File: config.mk
export PLATFORM = sky130hd
export DESIGN_NAME = uart_rx_frame_ctrl
export DESIGN_NICKNAME = d
export VERILOG_FILES = /design/src/rtl/uart_rx_frame_ctrl.sv
export SDC_FILE = /design/constraint.sdc
export NUM_CORES = 1
export LEC_CHECK = 0
export CORE_MARGIN = 4
export CORE_UTILIZATION = 60
export DETAILED_ROUTE_END_ITERATION = 8
export DONT_BUFFER_PORTS = 1
export GPL_TIMING_DRIVEN = 0
export PLACE_DENSITY = 0.76
export SYNTH_ARGS = -nofsm -noshare
export SYNTH_HDL_FRONTEND = slang
export SYNTH_SLANG_ARGS = --single-unit
File: constraint.sdc
create_clock -name i_clk -period 2.81 [get_ports i_clk]
set_clock_uncertainty 0.1 [all_clocks]
set_input_delay 0.4215 -clock i_clk [delete_from_list [all_inputs] [get_ports i_clk]]
set_output_delay 0.4215 -clock i_clk [all_outputs]
set_load 0.02 [all_outputs]
File: src/rtl/uart_rx_frame_ctrl.sv
// uart_rx_frame_ctrl
// Frame controller that sits behind a UART receiver. It turns the receiver's
// byte stream into frames of the form HEADER, CMD, LEN, PAYLOAD[LEN], CSUM.
// A complete frame with a good checksum is held until the host acknowledges it.
// The payload is read through a registered read port.
// Malformed frames are reported with a one-cycle error pulse and an error code.
// Optional feature: define UART_FRAME_TIMEOUT_EN to enable the inter-byte
// timeout (err_code 2). Without it, a partial frame may stall forever.

module uart_rx_frame_ctrl #(
  parameter int          CLK_FREQ      = 50000000,
  parameter int          BAUD_RATE     = 115200,
  parameter logic [7:0]  HEADER        = 8'hA5,
  parameter int          MAX_LEN       = 16,
  parameter int          TIMEOUT_BYTES = 4
) (
  input  logic       i_clk,
  input  logic       i_rst_n,
  input  logic       i_rx_data_valid,
  input  logic [7:0] i_rx_data,
  output logic       o_frame_valid,
  output logic [7:0] o_frame_cmd,
  output logic [4:0] o_frame_len,
  input  logic       i_frame_ack,
  input  logic [3:0] i_rd_addr,
  output logic [7:0] o_rd_data,
  output logic       o_frame_err,
  output logic [1:0] o_err_code,
  output logic       o_overrun
);

  typedef enum logic [2:0] {
    IDLE,
    CMD,
    LEN,
    PAYLOAD,
    CSUM,
    HOLD
  } FrameState;

  localparam logic [1:0] ERR_LENGTH   = 2'd1;
  localparam logic [1:0] ERR_TIMEOUT  = 2'd2;
  localparam logic [1:0] ERR_CHECKSUM = 2'd3;
  localparam logic [7:0] MAX_LEN_B    = 8'(MAX_LEN);

  FrameState   r_state;
  FrameState   w_stateNext;

  logic        r_validD;
  logic        w_accept;

  logic [7:0]  r_frameCmd;
  logic [4:0]  r_frameLen;
  logic [4:0]  w_lenMinus1;
  logic [7:0]  r_csum;
  logic [3:0]  r_idx;
  logic [7:0]  r_buf [0:15];
  logic [7:0]  r_rdData;

  logic        r_frameErr;
  logic [1:0]  r_errCode;
  logic        r_overrun;

  logic        w_errPulse;
  logic [1:0]  w_errCodeNext;
  logic        w_overrunPulse;
  logic        w_loadCmd;
  logic        w_loadLen;
  logic        w_loadPay;
  logic        w_inFrame;
  logic        w_timeoutHit;

  // The receiver may hold valid high for many cycles, so only the rising edge
  // of rx_data_valid counts as a new byte.
  assign w_accept    = i_rx_data_valid & ~r_validD;
  assign w_lenMinus1 = r_frameLen - 5'd1;
  assign w_inFrame   = (r_state == CMD) || (r_state == LEN) ||
                       (r_state == PAYLOAD) || (r_state == CSUM);

`ifdef UART_FRAME_TIMEOUT_EN
  localparam logic [23:0] TO_LIMIT =
    24'((CLK_FREQ / BAUD_RATE) * 10 * TIMEOUT_BYTES);

  logic [23:0] r_toCount;

  // Count idle cycles while inside a frame; every accepted byte restarts it.
  always_ff @(posedge i_clk or negedge i_rst_n) begin
    if (!i_rst_n) begin
      r_toCount <= 24'd0;
    end else if (!w_inFrame || w_accept) begin
      r_toCount <= 24'd0;
    end else begin
      r_toCount <= r_toCount + 24'd1;
    end
  end

  // An accept in the same cycle as the limit wins over the timeout.
  assign w_timeoutHit = w_inFrame && !w_accept && (r_toCount == TO_LIMIT - 24'd1);
`else
  assign w_timeoutHit = 1'b0;
`endif

  // State register; a reset discards any partial frame silently.
  always_ff @(posedge i_clk or negedge i_rst_n) begin
    if (!i_rst_n) begin
      r_state <= IDLE;
    end else begin
      r_state <= w_stateNext;
    end
  end

  // Framing sequence: next state plus the load strobes and error/overrun pulses.
  always_comb begin
    w_stateNext    = r_state;
    w_errPulse     = 1'b0;
    w_errCodeNext  = 2'd0;
    w_overrunPulse = 1'b0;
    w_loadCmd      = 1'b0;
    w_loadLen      = 1'b0;
    w_loadPay      = 1'b0;

    unique case (r_state)
      IDLE: begin
        if (w_accept && (i_rx_data == HEADER)) begin
          w_stateNext = CMD;
        end
      end

      CMD: begin
        if (w_accept) begin
          w_loadCmd   = 1'b1;
          w_stateNext = LEN;
        end
      end

      LEN: begin
        if (w_accept) begin
          if (i_rx_data > MAX_LEN_B) begin
            w_errPulse    = 1'b1;
            w_errCodeNext = ERR_LENGTH;
            w_stateNext   = IDLE;
          end else begin
            w_loadLen   = 1'b1;
            w_stateNext = (i_rx_data == 8'd0) ? CSUM : PAYLOAD;
          end
        end
      end

      PAYLOAD: begin
        if (w_accept) begin
          w_loadPay = 1'b1;
          if ({1'b0, r_idx} == w_lenMinus1) begin
            w_stateNext = CSUM;
          end
        end
      end

      CSUM: begin
        if (w_accept) begin
          if (i_rx_data == r_csum) begin
            w_stateNext = HOLD;
          end else begin
            w_errPulse    = 1'b1;
            w_errCodeNext = ERR_CHECKSUM;
            w_stateNext   = IDLE;
          end
        end
      end

      HOLD: begin
        // The host ack wins over a byte arriving in the same cycle.
        if (i_frame_ack) begin
          w_stateNext = IDLE;
        end else if (w_accept && (i_rx_data == HEADER)) begin
          w_overrunPulse = 1'b1;
        end
      end

      default: begin
        w_stateNext = IDLE;
      end
    endcase

    if (w_timeoutHit) begin
      w_errPulse    = 1'b1;
      w_errCodeNext = ERR_TIMEOUT;
      w_stateNext   = IDLE;
    end
  end

  // Previous valid level, used for edge detection of incoming bytes.
  always_ff @(posedge i_clk or negedge i_rst_n) begin
    if (!i_rst_n) begin
      r_validD <= 1'b0;
    end else begin
      r_validD <= i_rx_data_valid;
    end
  end

  // Frame header fields, running checksum and payload index.
  always_ff @(posedge i_clk or negedge i_rst_n) begin
    if (!i_rst_n) begin
      r_frameCmd <= 8'd0;
      r_frameLen <= 5'd0;
      r_csum     <= 8'd0;
      r_idx      <= 4'd0;
    end else begin
      if (w_loadCmd) begin
        r_frameCmd <= i_rx_data;
        r_csum     <= i_rx_data;
      end
      if (w_loadLen) begin
        r_frameLen <= i_rx_data[4:0];
        r_csum     <= r_csum + i_rx_data;
        r_idx      <= 4'd0;
      end
      if (w_loadPay) begin
        r_csum <= r_csum + i_rx_data;
        r_idx  <= r_idx + 4'd1;
      end
    end
  end

  // Payload storage; contents are meaningless after reset, so no reset here.
  always_ff @(posedge i_clk) begin
    if (w_loadPay) begin
      r_buf[r_idx] <= i_rx_data;
    end
  end

  // Registered read port, one cycle of latency from rd_addr.
  always_ff @(posedge i_clk or negedge i_rst_n) begin
    if (!i_rst_n) begin
      r_rdData <= 8'd0;
    end else begin
      r_rdData <= r_buf[i_rd_addr];
    end
  end

  // Error and overrun pulses; the error code holds until the next error.
  always_ff @(posedge i_clk or negedge i_rst_n) begin
    if (!i_rst_n) begin
      r_frameErr <= 1'b0;
      r_errCode  <= 2'd0;
      r_overrun  <= 1'b0;
    end else begin
      r_frameErr <= w_errPulse;
      r_overrun  <= w_overrunPulse;
      if (w_errPulse) begin
        r_errCode <= w_errCodeNext;
      end
    end
  end

  assign o_frame_valid = (r_state == HOLD);
  assign o_frame_cmd   = r_frameCmd;
  assign o_frame_len   = r_frameLen;
  assign o_rd_data     = r_rdData;
  assign o_frame_err   = r_frameErr;
  assign o_err_code    = r_errCode;
  assign o_overrun     = r_overrun;

endmodule
==> impl_metrics.toml, run 1 <==
[run_status]
status = "completed"

[sta]
worst_pin_slew_ns = 0.817
hold_viol = 0
min_period_over_period_pct = 96.4
slew_violations = 0
fmax_ghz = 0.369
hold_slack_ns = 0.0187
slew_headroom_pct = 45.1
setup_viol = 0
grt_setup_unrepaired = "yes"
min_period_ns = 2.71

[floorplanning]
die_x_um = 118
die_y_um = 118
boundaryPins = 42
core_mm2 = 0.0116
row_count = 39
die-area_mm2 = 0.0139
start_util_pct = 62.6

[placement]
numPortBuffers = 0
hpwl_um = 10100
globalplace.congestion = 0.854
place_area_mm2 = 0.00750

[layout]
area_delta_synth_final_pct = 13.9
drive_gt1_share_pct = 25.2
fin_util_pct = 71.3
antennaDiodeCount = 0
final_area_mm2 = 0.00828
final_nets = 501

[logic_synthesis]
syn_inst = 436
synth.yosys.seq_area_share_pct = 67.0
ys_types = 64
yosysTopAreaCell = "edfxtp_1"
async_reset_ff_share_pct = 24.3
post-synth-top-count-cell = "edfxtp_1"
avgSynthCellArea_um2 = 16.7
synth_edf_count = 128
synth.top_cell.area_share_pct = 52.9
synth_area_leaders = "edfxtp_1 53%, dfrtp_1 14%, mux4_2 12%"
synth_nets = 465
yosys_warnings = 0
ys.flop_type = "edfxtp_1"
synth.top_cells.by_count = "128 x edfxtp_1, 41 x dfrtp_1, 40 x mux4_2, 24 x nand2_1, 19 x inv_1"
ys_ff_latch = 169
netlist_area_mm2 = 0.00727

[job]
drv_cap = 0

[global_routing]
antenna_found_initial = 0
grt_util_all_layers_pct = 24.7
grt_max_degree = 42
overflow = 0
grt_pass1_wl_um = 25100
first_global_vias = 4242

[clock_network]
clkTransAtPathRegs_ns = 0.06
clock-root-buffer = "clkbuf_16"
clock_path_buffers = 2
htree_levels = 4
cts_num_sinks = 169
clkLatencyLatePin_ns = 0.42
cts_buffers = 17
cts_tree = "done"
post_cts_buffers = 0

[drt]
dr.first_iter.drc_count = 368
drt_first_pass_iters = 5
vias = 4102
finalWirelength_um = 16200
ant_nets = 0
detail_route.vias_per_cell = 6.53
wire_per_inst_um = 25.9
route.detailed.drc = 0

[setup_path]
ff2ff_path_depth = 6
critPathArrivalTime_ns = 2.74
worstSetupPathType = "reg -> reg"
required_ns = 2.84
cp-start-kind = "flop"
endpoint_kind = "flop"
path_max_fanout = 8
rr_startpoint = "r_state[2]$_DFFE_PN0P_"
crit_start = "r_state[2]$_DFFE_PN0P_"

[power_and_ir_drop]
total_power_mw = 6.78
p_per_area_mw_per_mm2 = 820
vdd_drop_max_v = 0.000530
cellLeakagePower_nw = 2.90

[min_path]
holdPathStages = 2
hp-class = "in -> reg"
min_from = "i_rx_data[1]"
==> critical path, cell delays in order (launching register included) <==
cell     delay [ns]
dfrtp_1        0.48
or2b_2         0.34
buf_6          0.15
nor2_1         0.14
nand2_1        0.24
nor4_2         0.69
buf_4          0.29
==> per-stage QoR <==
stage	worst slack (ns)	setup TNS, ns	std cells
after floorplan	0.353	0	436
after global placement	-0.650	-23.75	579
after detailed placement	-0.192	-5.46	583
after CTS	-0.206	-5.87	627
after global routing	-0.0408	-0.450	628
final	0.101	0	628
==> what timing repair did <==
action	4_1_cts	5_1_grt
hold endpoints to repair	173	0
gates cloned	0	0
resized for setup	0	9
hold buffers	12	0
setup endpoints to repair	32	50
==> routing by layer <==
layer  share of wire [%]  wire length, µm  global-route usage, %  vias up
met1                  37             6090                   30.5     2097
li1                    -                -                      -     1796
met4                 2.6              425                   9.82        0
met3                 7.3             1190                   7.02       32
met2                  53             8540                   41.5      177
met5                   0                0                      0        -
==> kinds of logic after synthesis <==
kind of cell             after synthesis  synth area share [%]
XOR/XNOR                               9                  1.08
multiplexers                          54                  14.5
adder cells (fa/ha/maj)               13                  2.34
flip-flops                           169                  67.0
AND/OR/NAND/NOR                      100                  7.64
AO/OA/AOI/OAI                         53                  4.96
buffers and inverters                 38                  2.50
==> final cells by class <==
type / count / area, µm²
Clock buffer: 19 / 453
Sequential cell: 169 / 4870
Inverter: 19 / 71.3
Multi-Input combinational cell: 229 / 2270
Buffer: 19 / 110
Fill cell: 737 / 3340
Timing Repair Buffer: 17 / 175
Tap cell: 143 / 179
Clock inverter: 13 / 144
==> where the power goes <==
group	switching, mW	internal, mW
combinational	0.704	0.566
sequential	0.309	2.90
clock	0.947	1.36
total	1.96	4.82
==> sequential cells by signal, indices dropped and copies added, names as in the netlist <==
register,flops
o_rd_data,8
r_idx,4
o_frame_len,5
o_err_code,2
o_frame_cmd,8
r_csum,8
r_validD,1
r_state,3
o_overrun,1
o_frame_err,1
r_buf,128
==> cell usage in the layout (no fill, tap or decap), drive strengths merged, types with 2 or more instances in the layout <==
cell,count
edfxtp,128
dfrtp,41
mux4,40
clkbuf,28
nand2,24
inv,22
nor2,19
buf,16
o21ai,14
a21oi,13
nor3,13
ha,12
dlygate4sd3,11
nor4,11
mux2,8
xnor2,7
mux2i,6
nand3,5
nor2b,4
a31oi,4
clkinvlp,4
and2,4
clkinv,4
nand2b,3
or2b,3
or3,3
nor3b,2
nand4,2
xor2,2
a211oi,2
o31ai,2
bufinv,2
a311oi,2
==> path summary, 6_finish.rpt <==
check,endpoint,slack [ns]
min,o_frame_len[1]$_DFFE_PN0N_,0.02
max in group asynchronous,r_csum[0]$_DFFE_PN0P_,1.99
max reg2reg,r_buf[3][3]$_DFFE_PP_,0.10
min in group asynchronous,o_rd_data[4]$_DFF_PN0_,0.39
max,r_buf[3][3]$_DFFE_PP_,0.10
min reg2reg,r_csum[1]$_DFFE_PN0P_,0.47
No activity file was read; power rests on OpenSTA's default activity.
==> inputs of run 2 (changes only) <==
Settings changed: CAP_MARGIN set to 30, SLEW_MARGIN set to 20.
==> impl_metrics.toml, run 2 (synthesis gave the netlist of run 1 again) <==
[sta]
fin_ws_ns = 0.108
min_period_over_period_pct = 96.2
slew_violations = 0
hold_slack_ns = 0.0268
min_period_ns = 2.70
hold_viol = 0
grt_setup_unrepaired = "yes"
worst_pin_slew_ns = 0.813
fmax_ghz = 0.370
slew_headroom_pct = 45.3
setup_viol = 0

[global_routing]
antenna_found_initial = 2
grt_util_all_layers_pct = 24.2
grt_max_degree = 42
first_global_vias = 4179
overflow = 0
grt_pass1_wl_um = 24600

[layout]
largest-register = "r_buf"
antennaDiodeCount = 0
layout_commonest_cell = "edfxtp_1"
area_delta_synth_final_pct = 14.0
largest_reg_flops = 128
drive_gt1_share_pct = 23.9
final_cell_mix = "128 x edfxtp_1, 41 x dfrtp_1, 40 x mux4_2"
multi_input_area_mm2 = 0.00228
fill_cells = 732
final_area_mm2 = 0.00828
final_nets = 501
seq_area_mm2 = 0.00487

[placement]
numPortBuffers = 0
globalplace.congestion = 0.854
pre_cts_ws_ns = 0.147
place_area_mm2 = 0.00752
hpwl_um = 10200

[floorplanning]
boundaryPins = 42
die_x_um = 118
die_y_um = 118
row_count = 39
die-area_mm2 = 0.0139
start_util_pct = 62.6
core_mm2 = 0.0116

[drt]
ant_nets = 0
wl_met2_um = 8510
met3_wirelength_um = 1280
drt_first_pass_iters = 5
wire_per_inst_um = 25.9
vias = 4078
detail_route.vias_per_cell = 6.49
m1WireLength_um = 6190
route.detailed.drc = 0
finalWirelength_um = 16200
dr.first_iter.drc_count = 399
dr.max_layer_used = "met4"

[clock_network]
post_cts_buffers = 0
cts_tree = "done"
clock-root-buffer = "clkbuf_16"
htree_levels = 4
clkTransAtPathRegs_ns = 0.06
clock_path_buffers = 2
clkLatencyLatePin_ns = 0.43
cts_buffers = 17
cts_num_sinks = 169

[min_path]
min_from = "i_rx_data[0]"
hp-class = "in -> reg"
holdPathStages = 2
hold_path_end = "o_frame_len[0]$_DFFE_PN0N_"

[setup_path]
crit_path_top_delay_cell = "nor3_2"
ff2ff_path_depth = 5
cp-start-kind = "flop"
critPathArrivalTime_ns = 2.66
rr_startpoint = "r_state[2]$_DFFE_PN0P_"
worst_path_largest_cell_delay_ns = 0.63
worstSetupPathType = "reg -> reg"
reg2reg_slack_ns = 0.11
endpoint_kind = "flop"
worstPathCellList = "or2b_2 > buf_6 > nor3_4 > nand2_1 > nor3_2"
worstReg2RegEnd = "r_buf[5][6]$_DFFE_PP_"
path_buf_inv = 1
required_ns = 2.77
path_max_fanout = 8
path_delay_family = "simple AND/OR/NAND/NOR gates"

[power_and_ir_drop]
vdd_drop_max_v = 0.000533
cellLeakagePower_nw = 2.90
p_per_area_mw_per_mm2 = 825

[run_status]
status = "completed"

[job]
drv_cap = 0
run 2: power breakdown:
| group | leakage, nW | switching, mW | internal, mW |
|---|---|---|---|
| Combinational | 0.964 | 0.704 | 0.564 |
| Sequential | 1.65 | 0.306 | 2.90 |
| Clock | 0.288 | 0.939 | 1.42 |
| Total | 2.90 | 1.95 | 4.88 |
run 2: final cells by class:
type	count	area share, %
flip-flops and latches	169	58.8
clock inverters	11	1.81
plain buffers	19	1.33
repair buffers	17	2.05
well taps	143	2.16
multi-input cells	229	27.6
clock buffers	21	5.44
inverters	19	0.861
run 2: what timing repair did:
item / 4_1_cts / 5_1_grt
hold endpoints to repair: 172 / 1
hold buffers: 12 / 1
endpoints found under the setup margin: 0 / 46
resized for setup: 0 / 7
run 2: metal layers:
layer / GRT usage, % / vias up
met5: 0 / -
met2: 41.1 / 190
met1: 30.5 / 2087
li1: - / 1782
met4: 6.37 / 0
met3: 7.30 / 19
run 2: worst max-delay path by stage:
stage | from | endpoint | cells past startpoint
2_1_floorplan | i_rx_data_valid | r_buf[0][0]$_DFFE_PP_ | 5
3_3_place_gp | r_state[2]$_DFFE_PN0P_ | r_buf[0][4]$_DFFE_PP_ | 5
3_5_place_dp | i_rx_data_valid | r_buf[15][2]$_DFFE_PP_ | 5
4_1_cts | r_state[2]$_DFFE_PN0P_ | r_buf[4][4]$_DFFE_PP_ | 5
5_1_grt | r_state[2]$_DFFE_PN0P_ | r_buf[12][0]$_DFFE_PP_ | 5
6_report | r_state[2]$_DFFE_PN0P_ | r_buf[5][6]$_DFFE_PP_ | 5
run 2: worst reg2reg max path, delay by kind of cell (launching register included):
kind                   cells  cell delay (ns)
AND/OR/NAND/NOR            4             1.60
flip-flops                 1             0.48
buffers and inverters      1             0.15
run 2: metrics by stage:
stage          setup TNS [ns]  util (%)  power [mW]  cells
6_report                    0      71.3        6.83    628
5_1_grt                -0.538      71.3        7.15    628
4_1_cts                     0      71.1        6.83    627
3_5_place_dp                0      64.8        4.43    583
3_3_place_gp           -23.75      64.1        4.36    579
2_1_floorplan               0         -        4.16    436
==> inputs of run 3 (changes only) <==
Settings changed: CTS_CLUSTER_SIZE set to 14, MAX_ROUTING_LAYER set to met4.
==> impl_metrics.toml, run 3 (synthesis gave the netlist of run 1 again) <==
[run_status]
status = "completed"

[job]
drv_cap = 0

[clock_network]
clkLatencyLatePin_ns = 0.43
cts_tree = "done"
clkTransAtPathRegs_ns = 0.06
cts_buffers = 17
htree_levels = 4
cts_num_sinks = 169
clock_path_buffers = 2
clock-root-buffer = "clkbuf_16"

[sta]
hold_slack_ns = 0.0298
setup-tns-final_ns = 0
slew_violations = 0
fin_ws_ns = 0.132
min_period_ns = 2.68
worst_pin_slew_ns = 0.827
slew_headroom_pct = 44.7
hold_viol = 0
setup_viol = 0
fmax_ghz = 0.373
grt_setup_unrepaired = "yes"
min_period_over_period_pct = 95.3

[setup_path]
cp-start-kind = "flop"
required_ns = 2.76
worstSetupPathType = "reg -> reg"
endpoint_kind = "flop"
path_max_fanout = 8
critPathArrivalTime_ns = 2.63

[layout]
area_delta_synth_final_pct = 13.9
final_cell_mix = "128 x edfxtp_1, 41 x dfrtp_1, 40 x mux4_2"
fill_cells = 733
final_area_mm2 = 0.00828
largest_reg_flops = 128
seq_area_mm2 = 0.00487
largest-register = "r_buf"
stdcell_count = 628
final_nets = 501
antennaDiodeCount = 0
layout_commonest_cell = "edfxtp_1"
drive_gt1_share_pct = 23.3
multi_input_area_mm2 = 0.00228

[drt]
detail_route.vias_per_cell = 6.52
wire_per_inst_um = 25.7
dr.first_iter.drc_count = 356
drt_first_pass_iters = 5
vias = 4097
route.detailed.drc = 0
finalWirelength_um = 16100
ant_nets = 0

[floorplanning]
boundaryPins = 42
core_mm2 = 0.0116
row_count = 39
start_util_pct = 62.6
die_x_um = 118
die_y_um = 118
die-area_mm2 = 0.0139

[placement]
pre_cts_ws_ns = 0.147
dp.cells = 583
numPortBuffers = 0
hpwl_um = 10200
place_area_mm2 = 0.00752
globalplace.congestion = 0.868

[min_path]
hp-class = "in -> reg"

[global_routing]
grt_util_all_layers_pct = 24.9
grt_max_degree = 42
grt_pass1_wl_um = 24600
first_global_vias = 4170
antenna_found_initial = 2
overflow = 0

[power_and_ir_drop]
cellLeakagePower_nw = 2.90
p_per_area_mw_per_mm2 = 825
vdd_drop_max_v = 0.000532
## run 3: changes by cell type in the layout (fill, tap and decap cells not counted)
cell | before | now
nor2_1 | 15 | 18
nor2_2 | 3 | 0
## run 3: metrics by stage
step           total power [mW]  util (%)
6_report                   6.83      71.3
5_1_grt                    7.14      71.3
3_5_place_dp               4.43      64.8
4_1_cts                    6.83      71.1
3_3_place_gp               4.36      64.1
2_1_floorplan              4.16         -
## run 3: worst paths after layout
kind / startpoint / to / slack, ns / cells past startpoint
max in group asynchronous: i_rst_n / r_csum[0]$_DFFE_PN0P_ / 2.03 / 2
min: i_rx_data[0] / o_frame_len[0]$_DFFE_PN0N_ / 0.03 / 2
min reg2reg: r_csum[1]$_DFFE_PN0P_ / r_csum[1]$_DFFE_PN0P_ / 0.48 / 2
min in group asynchronous: i_rst_n / o_rd_data[0]$_DFF_PN0_ / 0.36 / 2
max: r_state[2]$_DFFE_PN0P_ / r_buf[6][6]$_DFFE_PP_ / 0.13 / 5
max reg2reg: r_state[2]$_DFFE_PN0P_ / r_buf[6][6]$_DFFE_PP_ / 0.13 / 5
## run 3: power breakdown
part | switching, mW | internal (mW)
clock | 0.932 | 1.42
sequential | 0.307 | 2.90
combinational | 0.703 | 0.564
total | 1.94 | 4.88
## run 3: repair_timing
action,4_1_cts,5_1_grt
endpoints found under the hold margin,172,1
endpoints found under the setup margin,0,48
gates resized for setup,0,4
setup buffers,0,0
hold buffers,12,1
## run 3: area by class of cell
cell class / instances / area share, %
Clock inverter: 11 / 1.81
Multi-Input combinational cell: 229 / 27.5
Sequential cell: 169 / 58.8
Inverter: 19 / 0.862
Tap cell: 143 / 2.16
Clock buffer: 21 / 5.44
Buffer: 19 / 1.33
Timing Repair Buffer: 17 / 2.06
## run 3: routing by layer
layer | GRT usage (%) | share of wire, % | up-vias | routed length [µm]
li1 | - | - | 1784 | -
met1 | 30.8 | 39 | 2105 | 6210
met2 | 40.8 | 52 | 177 | 8330
met3 | 6.92 | 7.7 | 31 | 1240
met4 | 6.81 | 2.1 | 0 | 334
met5 | - | 0 | - | 0
## run 3: worst max-delay path, stage by stage, from the launching register on
cell     delay (ns)
dfrtp_1        0.48
or2b_2         0.34
buf_6          0.15
nor3_4         0.31
nand2_1        0.28
nor3_2         0.64
